File: config.mk
export PLATFORM = sky130hd
export DESIGN_NAME = dmem_arbiter
export DESIGN_NICKNAME = d
export VERILOG_FILES = /design/src/rtl/dmem_arbiter.sv
export SDC_FILE = /design/constraint.sdc
export NUM_CORES = 1
export LEC_CHECK = 0
export ABC_CLOCK_PERIOD_IN_PS = 3200
export BUFFER_PORTS_ARGS = -buffer_cell sky130_fd_sc_hd__buf_4
export CAP_MARGIN = 5
export CORE_UTILIZATION = 51
export CTS_CLUSTER_DIAMETER = 50
export CTS_CLUSTER_SIZE = 40
export DETAILED_ROUTE_END_ITERATION = 8
export GPL_TIMING_DRIVEN = 0
export MAX_ROUTING_LAYER = met4
export PLACE_DENSITY_LB_ADDON = 0.3
export SLEW_MARGIN = 20
export SYNTH_ARGS = -nofsm -noshare
export SYNTH_HDL_FRONTEND = slang
export SYNTH_SLANG_ARGS = --single-unit
File: constraint.sdc
create_clock -name clock -period 3.2 [get_ports clock]
set_input_delay 0.16 -clock clock [delete_from_list [all_inputs] [get_ports clock]]
set_output_delay 0.16 -clock clock [all_outputs]
set_load 0.01 [all_outputs]
File: src/rtl/dmem_arbiter.sv
// Single-port data-memory arbiter: shares one multi-cycle memory between the
// MEM stage and an external loader port, with bounded CPU priority.
`timescale 1ns/1ps
module dmem_arbiter #(
    parameter int unsigned MEM_LATENCY = 2,
    parameter int unsigned STARVE_MAX  = 4
) (
    input  logic        clock,
    input  logic        reset,
    input  logic        cpu_req,
    input  logic        cpu_we,
    input  logic [31:0] cpu_addr,
    input  logic [31:0] cpu_wdata,
    output logic [31:0] cpu_rdata,
    output logic        cpu_stall,
    input  logic        ext_req,
    input  logic        ext_we,
    input  logic [31:0] ext_addr,
    input  logic [31:0] ext_wdata,
    output logic [31:0] ext_rdata,
    output logic        ext_ack,
    output logic        mem_en,
    output logic        mem_we,
    output logic [31:0] mem_addr,
    output logic [31:0] mem_wdata,
    input  logic [31:0] mem_rdata
);

    localparam int unsigned CW = (MEM_LATENCY > 1) ? $clog2(MEM_LATENCY) : 1;
    localparam int unsigned SW = $clog2(STARVE_MAX + 1);

    typedef enum logic [1:0] {IDLE, ACCESS, RESP} state_t;

    state_t        state_q;
    logic          owner_q;      // 0 = CPU, 1 = EXT
    logic [CW-1:0] cnt_q;
    logic [SW-1:0] starve_q;
    logic          cmd_we_q;
    logic [31:0]   cmd_addr_q;
    logic [31:0]   cmd_wdata_q;
    logic          mem_en_q;
    logic          ext_ack_q;
    logic [31:0]   cpu_rdata_q;
    logic [31:0]   ext_rdata_q;

    logic gnt_cpu;
    logic gnt_ext;

    always_comb begin
        gnt_cpu = cpu_req && (!ext_req || (starve_q != SW'(STARVE_MAX)));
        gnt_ext = ext_req && !gnt_cpu;
    end

    always_ff @(posedge clock or negedge reset) begin
        if (!reset) begin
            state_q     <= IDLE;
            owner_q     <= 1'b0;
            cnt_q       <= '0;
            starve_q    <= '0;
            cmd_we_q    <= 1'b0;
            cmd_addr_q  <= '0;
            cmd_wdata_q <= '0;
            mem_en_q    <= 1'b0;
            ext_ack_q   <= 1'b0;
            cpu_rdata_q <= '0;
            ext_rdata_q <= '0;
        end else begin
            case (state_q)
                IDLE: begin
                    if (gnt_cpu || gnt_ext) begin
                        owner_q     <= gnt_ext;
                        cmd_we_q    <= gnt_ext ? ext_we    : cpu_we;
                        cmd_addr_q  <= gnt_ext ? ext_addr  : cpu_addr;
                        cmd_wdata_q <= gnt_ext ? ext_wdata : cpu_wdata;
                        cnt_q       <= CW'(MEM_LATENCY - 1);
                        mem_en_q    <= 1'b1;
                        state_q     <= ACCESS;
                        // Count only CPU wins that made a pending EXT request wait
                        if (gnt_ext || !ext_req)
                            starve_q <= '0;
                        else if (starve_q != SW'(STARVE_MAX))
                            starve_q <= starve_q + 1'b1;
                    end
                end
                ACCESS: begin
                    if (cnt_q == '0) begin
                        mem_en_q  <= 1'b0;
                        ext_ack_q <= owner_q;
                        state_q   <= RESP;
                        if (!cmd_we_q) begin
                            if (owner_q) ext_rdata_q <= mem_rdata;
                            else         cpu_rdata_q <= mem_rdata;
                        end
                    end else begin
                        cnt_q <= cnt_q - 1'b1;
                    end
                end
                RESP: begin
                    ext_ack_q <= 1'b0;
                    state_q   <= IDLE;
                end
                default: state_q <= IDLE;
            endcase
        end
    end

    // The CPU's own RESP cycle releases the stall so the completing instruction retires
    assign cpu_stall = reset && cpu_req && !((state_q == RESP) && !owner_q);
    assign mem_en    = mem_en_q;
    assign mem_we    = mem_en_q && cmd_we_q;
    assign mem_addr  = cmd_addr_q;
    assign mem_wdata = cmd_wdata_q;
    assign ext_ack   = ext_ack_q;
    assign cpu_rdata = cpu_rdata_q;
    assign ext_rdata = ext_rdata_q;

endmodule

# Word level (Yosys, flattened, before mapping)
# Index checks and enable logic that the tools add are counted.
[totals] in_bits=166 mem_bits_ro=0 output_inout_bits=132 reg_bits=138 word_cells=61 latchBits=0 mem_count=0 mem_bits_rw=0
[op_classes] order_cmp=0 reduce_logical=25 bitwise=3 n_addsub=2 n_mux=15 div_mod_pow=0 n_shift=0 eq_ne=5 n_mul=0
[ops] op="$mux W32" n=2
[ops] op="$reduce_and A2 Y1" n=4
[ops] op="$reduce_and A4 Y1" n=2
[ops] op="$logic_and A1 B1 Y1" n=6
[ops] op="$mux W3" n=2
[ops] op="$pmux W1 S2" n=3
[ops] op="$reduce_and A3 Y1" n=2
[ops] op="$reduce_bool A2 Y1" n=3
[ops] op="$mux W1" n=5
[ops] op="$logic_not A1 Y1" n=4
[ops] op="$mux W2" n=2
[ops] op="$ne A2 B2 Y1 const B" n=2
[ops] op="$pmux W2 S2" n=1
[ops] op="$add A3 B1 Y3 const B" n=1
[ops] op="$logic_or A1 B1 Y1" n=3
[ops] op="$ne A3 B3 Y1 const B" n=1
[ops] op="$not A1 Y1" n=3
[ops] op="$eq A2 B1 Y1 const B" n=1
[ops] op="$eq A2 B2 Y1 const B" n=1
[ops] op="$logic_not A2 Y1" n=1
[ops] op="$sub A1 B1 Y1 const B" n=1

# Longest topological paths before layout
# Gate-level depths: netlist of run 1.
[depth] ltp_word=8 depth_mapped=7 mapped_depth_nobuf=5

# Worst setup path before layout of run 1
# OpenSTA, ideal clock, no wires.
[synth_timing] path_kind="register to register" start="register starve_q[0]" end="register cmd_we_q" path_stages_with_launch=8 path_buffers=2 synth_period_minus_slack_ps=1764 setup_slack_ps=1436 setup_ps=121 t_arrival_ps=1643 required_time_ps=3079 path_cell_list="dfrtp_1 inv_1 ha_1 a21bo_2 buf_2 clkbuf_1 a311o_1 o22a_1"
[synth_via] elab_chain_len=7 word_cells_on_any_way=8 classes_between="1 x eq/ne; 1 x mux; 6 x reduce/logical"
[synth_lines] item="start: declaration" line="37" rtl="logic [SW-1:0] starve_q;"
[synth_lines] item="start signal: assignment" line="82" rtl="starve_q <= starve_q + 1'b1;"
[synth_lines] item="$ne A3 B3 Y1 (*)" line="50" rtl="gnt_cpu = cpu_req && (!ext_req || (starve_q != SW'(STARVE_MAX)));"
[synth_lines] item="$logic_or A1 B1 Y1 (*)" line="50"
[synth_lines] item="$logic_and A1 B1 Y1 (*)" line="50"
[synth_lines] item="$logic_not A1 Y1" line="51" rtl="gnt_ext = ext_req && !gnt_cpu;"
[synth_lines] item="$logic_and A1 B1 Y1" line="51"
[synth_lines] item="$logic_or A1 B1 Y1" line="70" rtl="if (gnt_cpu || gnt_ext) begin"
[synth_lines] item="$reduce_and A2 Y1 (no line)"
[synth_lines] item="end signal: assignment" line="72" rtl="cmd_we_q <= gnt_ext ? ext_we : cpu_we;"
[synth_lines] item="end: declaration" line="38" rtl="logic cmd_we_q;"
# Mark *: on every way between the ends. The rest lies on a longest branch, timed or not.
# A chain may end at the register's enable or synchronous reset.

# Worst setup path after layout of run 1
[layout_timing] start="input port reset" end="output port cpu_stall"
[layout_via] elab_chain_len=2
[layout_lines] item="start: declaration" line="9" rtl="input logic reset,"
[layout_lines] item="$logic_and A1 B1 Y1 (2 in series)" line="108" rtl="assign cpu_stall = reset && cpu_req && !((state_q == RESP) && !owner_q);"
[layout_lines] item="end: declaration" line="15" rtl="output logic cpu_stall,"
# Every way passes these cells.

==> results of run 1 <==
-- worst register-to-register path, stage by stage (launching register included) --
cell and delay, ps:
dfrtp_1 380, inv_1 60, ha_1 200, a21bo_2 240
buf_2 210, clkbuf_1 260, a311o_1 420, o22a_1 160
-- routing by layer --
metal	global-route usage	wire, um	vias up
met5	-	0	-
met3	0.0722	1340	75
li1	-	-	2635
met1	0.399	8560	3042
met4	0.171	957	0
met2	0.599	11500	315
-- registers in the layout, indices dropped and copies added, names as in the netlist, 2 cells and up --
name	count
mem_wdata	32
cpu_rdata	32
ext_rdata	32
state_q	2
starve_q	3
mem_addr	32
-- where the power goes --
part	switching, uW	internal (uW)
combinational	2090	2530
sequential	635	2640
clock	759	1420
-- timing repair --
item                      CTS  global route
hold endpoints to repair  111             0
setup buffers               0             0
hold buffers               32             0
-- per-stage QoR --
stage	std cells	util	hold slack, ps	total power (uW)	setup WS (ps)
2_1_floorplan	492	-	-136	5580	1440
3_3_place_gp	956	0.730	391	7500	1030
3_5_place_dp	957	0.733	103	7700	1190
4_1_cts	1021	0.813	5.46	9980	1070
5_1_grt	1021	0.813	3.63	10500	960
6_report	1021	0.813	18.2	10100	1130
-- synth_stat cells, types with 3 or more instances --
cell type / n
mux2_2: 33
a21boi_0: 62
buf_6: 6
a21boi_1: 4
nor2_1: 3
mux2_4: 30
clkbuf_1: 42
inv_1: 5
o22a_1: 65
o21ai_0: 6
buf_2: 8
dfrtp_1: 138
a311o_1: 65
-- cell families (layout without fill, tap and decap cells) --
family	count (synthesis)	count (layout)	synth area share
buffers and inverters	63	424	0.0447
and+or+nand+nor	14	14	0.0165
adders and majority gates	2	2	0.00384
AOI/OAI and AO/OA	211	211	0.278
muxes	64	64	0.128
DFF	138	138	0.529
-- final timing paths --
check                                          start                   endpoint  slack, ps  cells past startpoint
max in group asynchronous                      reset   mem_addr[26]$_DFFE_PN0P_       2200                      3
max                                            reset                  cpu_stall       1130                      5
max reg2reg                  starve_q[0]$_DFFE_PN0P_   mem_wdata[1]$_DFFE_PN0P_       1160                      7
min in group asynchronous                      reset  cpu_rdata[10]$_DFFE_PN0P_        240                      2
min                                    mem_rdata[21]  ext_rdata[21]$_DFFE_PN0P_         20                      2
min reg2reg                mem_wdata[25]$_DFFE_PN0P_  mem_wdata[25]$_DFFE_PN0P_        510                      1
-- final cells by class --
class                   count  area [sq um]
flip-flops and latches    138          3450
multi-input cells         291          2780
repair buffers            329          2580
fillers                   719          2300
clock buffers              20           457
plain buffers              57           269
well taps                 168           210
clock inverters            12           195
inverters                   6          22.5
==> flow_metrics.tcl, run 1 <==
set metrics [dict create \
    ys.flop_type "dfrtp_1" \
    rsz0062_at_grt "no" \
    synth.top_cells.by_area "dfrtp_1 53%, a311o_1 10%, o22a_1 8.7%" \
    crit_required_ps 3040 \
    drcViolationCount 0 \
    yosys.area.top_type_share 0.529 \
    synth_top_area_cell "dfrtp_1" \
    crit_fanout 87 \
    final_max_slew_viol_count 0 \
    path_cells "dlygate4sd3_1, buf_8, buf_16, o311a_1, buf_4" \
    clk_path_buf_depth 2 \
    io_pins 298 \
    cts_tree "built" \
    avgSynthCellArea_sq_um 13.3 \
    dr.first_iter.drc_count 478 \
    cp-start-kind "input port" \
    cts_resized 0 \
    placed_area_sq_um 8990 \
    worst_path_largest_cell_delay_ps 560 \
    numPortBuffers 296 \
    synthArstFlopShare 1.00 \
    netlist-cell-type-count 33 \
    grt_overflow 0 \
    maxSlewHeadroom 0.574 \
    rows 40 \
    p_leak_uw 0.00459 \
    grt_max_degree 88 \
    initial_core_util 0.532 \
    die_height_um 115 \
    yosys_register_bits 138 \
    post-route-cell-area_sq_um 9960 \
    vias 6067 \
    ys_warn_count 0 \
    numCtsBuffers 17 \
    dpl.hpwl_mm 14.8 \
    wl_mm 22.3 \
    h-tree-depth 4 \
    clk_pin_slew_ps 60 \
    diodes 0 \
    fp.dieW_um 115 \
    clkSinkCount 138 \
    routed_via_density 5.94 \
    core_area_sq_um 12300 \
    antenna_found_initial 0 \
    cts-root-buf "clkbuf_16" \
    ys_seq_area_frac 0.529 \
    crit_path_end_kind "output port" \
    fin_crit_sh 0.647 \
    min_period_ps 2070 \
    grt_pass1_vias 6317 \
    hold_path.class "in -> reg" \
    fmax_mhz 483 \
    critPathSlowestCell "dlygate4sd3_1" \
    hold_violations 0 \
    status "complete, no violations" \
    cp.arrival_ps 1910 \
    crit_family "buffers and inverters" \
    cp_num_buf_inv 4 \
    clkLatencyLatePin_ps 430 \
    drive_gt1_frac 0.481 \
    setup_viol 0 \
    max_cap_violations 0 \
    first_pass_iters 6 \
    synth_edf_count 0 \
    grt_pass1_wl_mm 33.9 \
    final_common_cell "buf_4" \
    nets 1008 \
    final_cell_mix "295 x buf_4, 138 x dfrtp_1, 65 x a311o_1, 65 x o22a_1, 62 x a21boi_0" \
    wl_per_cell_um 21.9 \
    syn_to_final_growth_pct 52.7 \
    gp_congestion 0.828 \
    syn_inst 492 \
    finalSetupTns_ps 0 \
    tightestPinTransition_ps 637 \
    dieArea_sq_um 13200 \
    clock_skew_ps 8.47 \
    synthesis.nets 660 \
    crit_type "in -> out" \
    grtUsageTotal 0.353 \
    peakVddDrop_mv 0.558 \
    antenna_left 0 \
    syn_area_sq_um 6520 \
    p_per_area_nw_per_um2 1010 \
]
Note: power is estimated with default switching activity, not from simulation.
==> inputs of run 2 (changes only) <==
- ABC_CLOCK_PERIOD_IN_PS: 3200 -> 2100
- CORE_ASPECT_RATIO: not set -> 1.5
- CORE_UTILIZATION: 51 -> 47
- clock period: 3.2 -> 2.1 ns (I/O delays scaled with it)
==> flow_metrics.tcl, run 2 (synthesis gave the netlist of run 1 again) <==
set metrics [dict create \
    final_common_cell "buf_4" \
    io_pins 298 \
    clk_pin_slew_ps 70 \
    hold_path.class "in -> reg" \
    nets 1009 \
    first_pass_iters 9 \
    setup_slack_ps 69.4 \
    cp.arrival_ps 2340 \
    finalSetupTns_ps 0 \
    final_cell_mix "295 x buf_4, 138 x dfrtp_1, 65 x a311o_1, 65 x o22a_1, 62 x a21boi_0" \
    fp.dieW_um 98.2 \
    final_max_slew_viol_count 0 \
    hold_violations 0 \
    dieArea_sq_um 14400 \
    placed_area_sq_um 8980 \
    rsz0062_at_grt "yes" \
    h-tree-depth 4 \
    rows 52 \
    wl_mm 21.6 \
    wl_per_cell_um 21.2 \
    antenna_left 0 \
    fmax_mhz 492 \
    grt_overflow 0 \
    drcViolationCount 21 \
    numCtsBuffers 17 \
    critPathSlowestCell "a311o_1" \
    dr.first_iter.drc_count 272 \
    crit_fanout 10 \
    worst_path_largest_cell_delay_ps 420 \
    min_period_ps 2030 \
    crit_path_end_kind "flip-flop" \
    path_cells "inv_1, ha_1, a21bo_2, buf_2, buf_1, a311o_1, o22a_1" \
    crit_type "reg -> reg" \
    max_cap_violations 0 \
    syn_to_final_growth_pct 51.9 \
    tightestPinTransition_ps 679 \
    antenna_found_initial 1 \
    fin_crit_sh 0.967 \
    cts_tree "built" \
    p_leak_uw 0.00457 \
    maxSlewHeadroom 0.547 \
    clk_path_buf_depth 2 \
    clock_skew_ps 10.8 \
    grt_pass1_vias 6525 \
    dp_slack_ps 32.5 \
    p_per_area_nw_per_um2 1500 \
    cp-start-kind "flip-flop" \
    die_height_um 146 \
    drive_gt1_frac 0.485 \
    numPortBuffers 296 \
    initial_core_util 0.482 \
    violations "design-rule violations" \
    grtUsageTotal 0.317 \
    peakVddDrop_mv 0.690 \
    crit_required_ps 2410 \
    cts-root-buf "clkbuf_16" \
    clkSinkCount 138 \
    hold-worst-slack_ps 46.3 \
    cts_setup_buffers 0 \
    dpl.hpwl_mm 15.2 \
    vias 5911 \
    core_area_sq_um 13500 \
    status "complete, but fails checks" \
    grt_pass1_wl_mm 34.2 \
    fin_total_pwr_uw 14900 \
    grt_max_degree 103 \
    gp_congestion 0.856 \
    clkLatencyLatePin_ps 420 \
    routed_via_density 5.81 \
    setup_viol 0 \
    post-route-cell-area_sq_um 9910 \
]
-- run 2: changes by cell type in the layout (fill, tap and decap cells not counted), moves of 2 or more --
cell | before | now
inv_6 | 0 | 4
bufinv_16 | 5 | 2
clkinv_2 | 3 | 0
clkbuf_2 | 0 | 4
buf_1 | 1 | 4
clkbuf_1 | 43 | 37
clkinvlp_4 | 4 | 6
-- run 2: report_power, final --
group          switching (uW)  total (uW)  internal [uW]
Combinational            3130        6990           3860
Sequential                884        4900           4020
Clock                    1220        3010           1800
Total                    5230       14900           9670
-- run 2: stage by stage --
stage                util  instances
finish              0.732       1017
global route        0.732       1017
CTS                 0.732       1016
detailed placement  0.664        951
global placement    0.661        950
floorplan               -        492
-- run 2: worst paths after layout --
| kind | slack (ps) | cells after the start | endpoint | from |
|---|---|---|---|---|
| min in group asynchronous | 150 | 2 | ext_rdata[1]$_DFFE_PN0P_ | reset |
| min | 50 | 3 | mem_wdata[15]$_DFFE_PN0P_ | ext_wdata[15] |
| max | 70 | 7 | cmd_we_q$_DFFE_PN0P_ | starve_q[0]$_DFFE_PN0P_ |
| min reg2reg | 490 | 1 | cpu_rdata[6]$_DFFE_PN0P_ | cpu_rdata[6]$_DFFE_PN0P_ |
| max in group asynchronous | 1130 | 3 | starve_q[1]$_DFFE_PN0P_ | reset |
| max reg2reg | 70 | 7 | cmd_we_q$_DFFE_PN0P_ | starve_q[0]$_DFFE_PN0P_ |
-- run 2: area by class of cell --
| cell class | count | area (sq um) |
|---|---|---|
| Fill cell | 907 | 3620 |
| Inverter | 6 | 22.5 |
| Clock inverter | 12 | 140 |
| Clock buffer | 20 | 447 |
| Antenna cell | 1 | 2.50 |
| Timing Repair Buffer | 330 | 2590 |
| Sequential cell | 138 | 3450 |
| Multi-Input combinational cell | 291 | 2780 |
| Buffer | 57 | 274 |
| Tap cell | 162 | 203 |
-- run 2: what timing repair did --
| action | in CTS | in global routing |
|---|---|---|
| resized for setup | 0 | 12 |
| endpoints found under the setup margin | 0 | 41 |
| hold endpoints to repair | 103 | 0 |
| hold buffers | 33 | 0 |
-- run 2: layer usage --
layer,part of all wire,vias up,wire [um],global-route usage
li1,-,2635,-,-
met1,0.37,2938,7880,0.342
met2,0.52,291,11200,0.541
met3,0.080,47,1720,0.0843
met4,0.034,0,728,0.146
met5,0,-,0,-
-- run 2: critical path, delay by kind of cell (launching register included) --
| kind | cells | cell delay (ps) |
|---|---|---|
| AO/OA/AOI/OAI | 3 | 820 |
| flip-flops | 1 | 380 |
| adder cells (fa/ha/maj) | 1 | 220 |
| buffers and inverters | 3 | 500 |
==> inputs of run 3 (changes only) <==
- CORE_MARGIN: not set -> 5
==> flow_metrics.tcl, run 3 (synthesis gave the netlist of run 1 again) <==
set metrics [dict create \
    status "complete, no violations" \
    clock_skew_ps 7.05 \
    hold_depth 3 \
    wl_per_cell_um 22.4 \
    antenna_found_initial 0 \
    antenna_left 0 \
    cp_num_buf_inv 2 \
    io_pins 298 \
    fp.dieW_um 106 \
    gr-usage-met3 0.0834 \
    diodes 0 \
    wl_mm 22.8 \
    crit_path_end_kind "flip-flop" \
    cp-start-kind "flip-flop" \
    grt_pass1_vias 6542 \
    clk_pin_slew_ps 60 \
    final_max_slew_viol_count 0 \
    max_cap_violations 0 \
    nFillCells 915 \
    crit_required_ps 2400 \
    grtUsageMet1 0.310 \
    p_switching_uw 5260 \
    dp_slack_ps 31.7 \
    path_cells "buf_2, or3b_4, nor3_4, buf_6, mux2_2" \
    clkSinkCount 138 \
    gp_congestion 0.842 \
    numCtsBuffers 17 \
    drive_gt1_frac 0.490 \
    setup_slack_ps 110 \
    post-route-cell-area_sq_um 9880 \
    clk_path_buf_depth 2 \
    setup_viol 0 \
    timing.rr.end "cpu_rdata[17]$_DFFE_PN0P_" \
    clkPwrFrac 0.185 \
    die_height_um 154 \
    cts-root-buf "clkbuf_16" \
    critPathSlowestCell "or3b_4" \
    initial_core_util 0.482 \
    numPortBuffers 296 \
    vias 5946 \
    tightestPinTransition_ps 721 \
    grt_overflow 0 \
    dieArea_sq_um 16400 \
    min_from "ext_wdata[4]" \
    hold_violations 0 \
    crit_family "simple AND/OR/NAND/NOR gates" \
    p_leak_uw 0.00457 \
    syn_to_final_growth_pct 51.4 \
    finish.utilization 0.730 \
    h-tree-depth 4 \
    holdPathEnd "mem_wdata[4]$_DFFE_PN0P_" \
    cp.arrival_ps 2290 \
    clkLatencyLatePin_ps 420 \
    grt_pass1_wl_mm 35.5 \
    power.internal_uw 9390 \
    min_period_ps 1990 \
    rr_startpoint "state_q[0]$_DFFE_PN0P_" \
    finalSetupTns_ps 0 \
    reg2reg_slack_ps 110 \
    power.combinational.fraction 0.480 \
    rows 52 \
    multi_input_area_sq_um 2780 \
    fmax_mhz 503 \
    dpl.hpwl_mm 16.6 \
    cts_tree "built" \
    fin_crit_sh 0.948 \
    rsz0062_at_grt "no" \
    worst_path_largest_cell_delay_ps 450 \
    busiest_layer "met2" \
    hold_path.class "in -> reg" \
    placed_area_sq_um 8980 \
    hold-worst-slack_ps 46.4 \
    routed_via_density 5.85 \
    p_per_area_nw_per_um2 1480 \
    startpoint "state_q[0]$_DFFE_PN0P_" \
    grtUsageTotal 0.285 \
    grt_max_degree 84 \
    seq_power_share 0.335 \
    maxSlewHeadroom 0.518 \
    first_pass_iters 6 \
    drcViolationCount 0 \
    switching_share 0.359 \
    core_area_sq_um 13500 \
    use_met2 0.489 \
    nets 1010 \
    cts_setup_buffers 0 \
    crit_fanout 10 \
    reg2regPathDepth 5 \
    ff_latch_area_sq_um 3450 \
    dr.first_iter.drc_count 236 \
    final_common_cell "buf_4" \
    crit_type "reg -> reg" \
    peakVddDrop_mv 0.767 \
    final_cell_mix "295 x buf_4, 138 x dfrtp_1, 65 x a311o_1, 65 x o22a_1, 62 x a21boi_0" \
]
## run 3: power groups by stage
stage | Sequential [uW] | Combinational, uW | Clock (uW)
after detailed placement | 4900 | 6940 | 0
after CTS | 4880 | 7020 | 2750
after floorplan | 5340 | 3160 | 0
final | 4910 | 7030 | 2710
after global placement | 4820 | 6730 | 0
after global routing | 5050 | 7550 | 2890
## run 3: worst reg2reg max path: cells and delay by family, from the launching register on
family | cells | cell delay (ps)
multiplexers | 1 | 360
buffers and inverters | 2 | 460
AND/OR/NAND/NOR | 2 | 750
flip-flops | 1 | 320
## run 3: layer usage
metal,part of all wire,up-vias
met4,0.032,0
met5,0,-
met2,0.52,303
met1,0.36,2945
met3,0.085,55
li1,-,2643
## run 3: layout make-up
class	count	area share
inverters	6	0.00228
repair buffers	331	0.265
plain buffers	57	0.0280
multi-input cells	291	0.282
clock inverters	15	0.0104
well taps	162	0.0205
flip-flops and latches	138	0.350
clock buffers	17	0.0431
## run 3: through the flow
stage | instances | power [uW]
global route | 1017 | 15500
detailed placement | 951 | 11800
finish | 1017 | 14600
CTS | 1016 | 14700
global placement | 950 | 11600
floorplan | 492 | 8500
## run 3: worst max path at each step
stage                                           end  cells after the start  slack [ps]
after floorplan                cmd_we_q$_DFFE_PN0P_                      7         340
after detailed placement   mem_addr[19]$_DFFE_PN0P_                      5          30
after CTS                  mem_addr[23]$_DFFE_PN0P_                      7          30
after global routing       mem_addr[20]$_DFFE_PN0P_                      7          10
after global placement                    cpu_stall                      3          50
final                     cpu_rdata[17]$_DFFE_PN0P_                      5         110
## run 3: timing repair
item                                   in CTS  in global routing
setup endpoints to repair                   1                 44
hold buffers                               33                  0
pin swaps                                   0                  0
endpoints found under the hold margin     120                  0
gates resized for setup                     1                 16
gates cloned                                0                  1
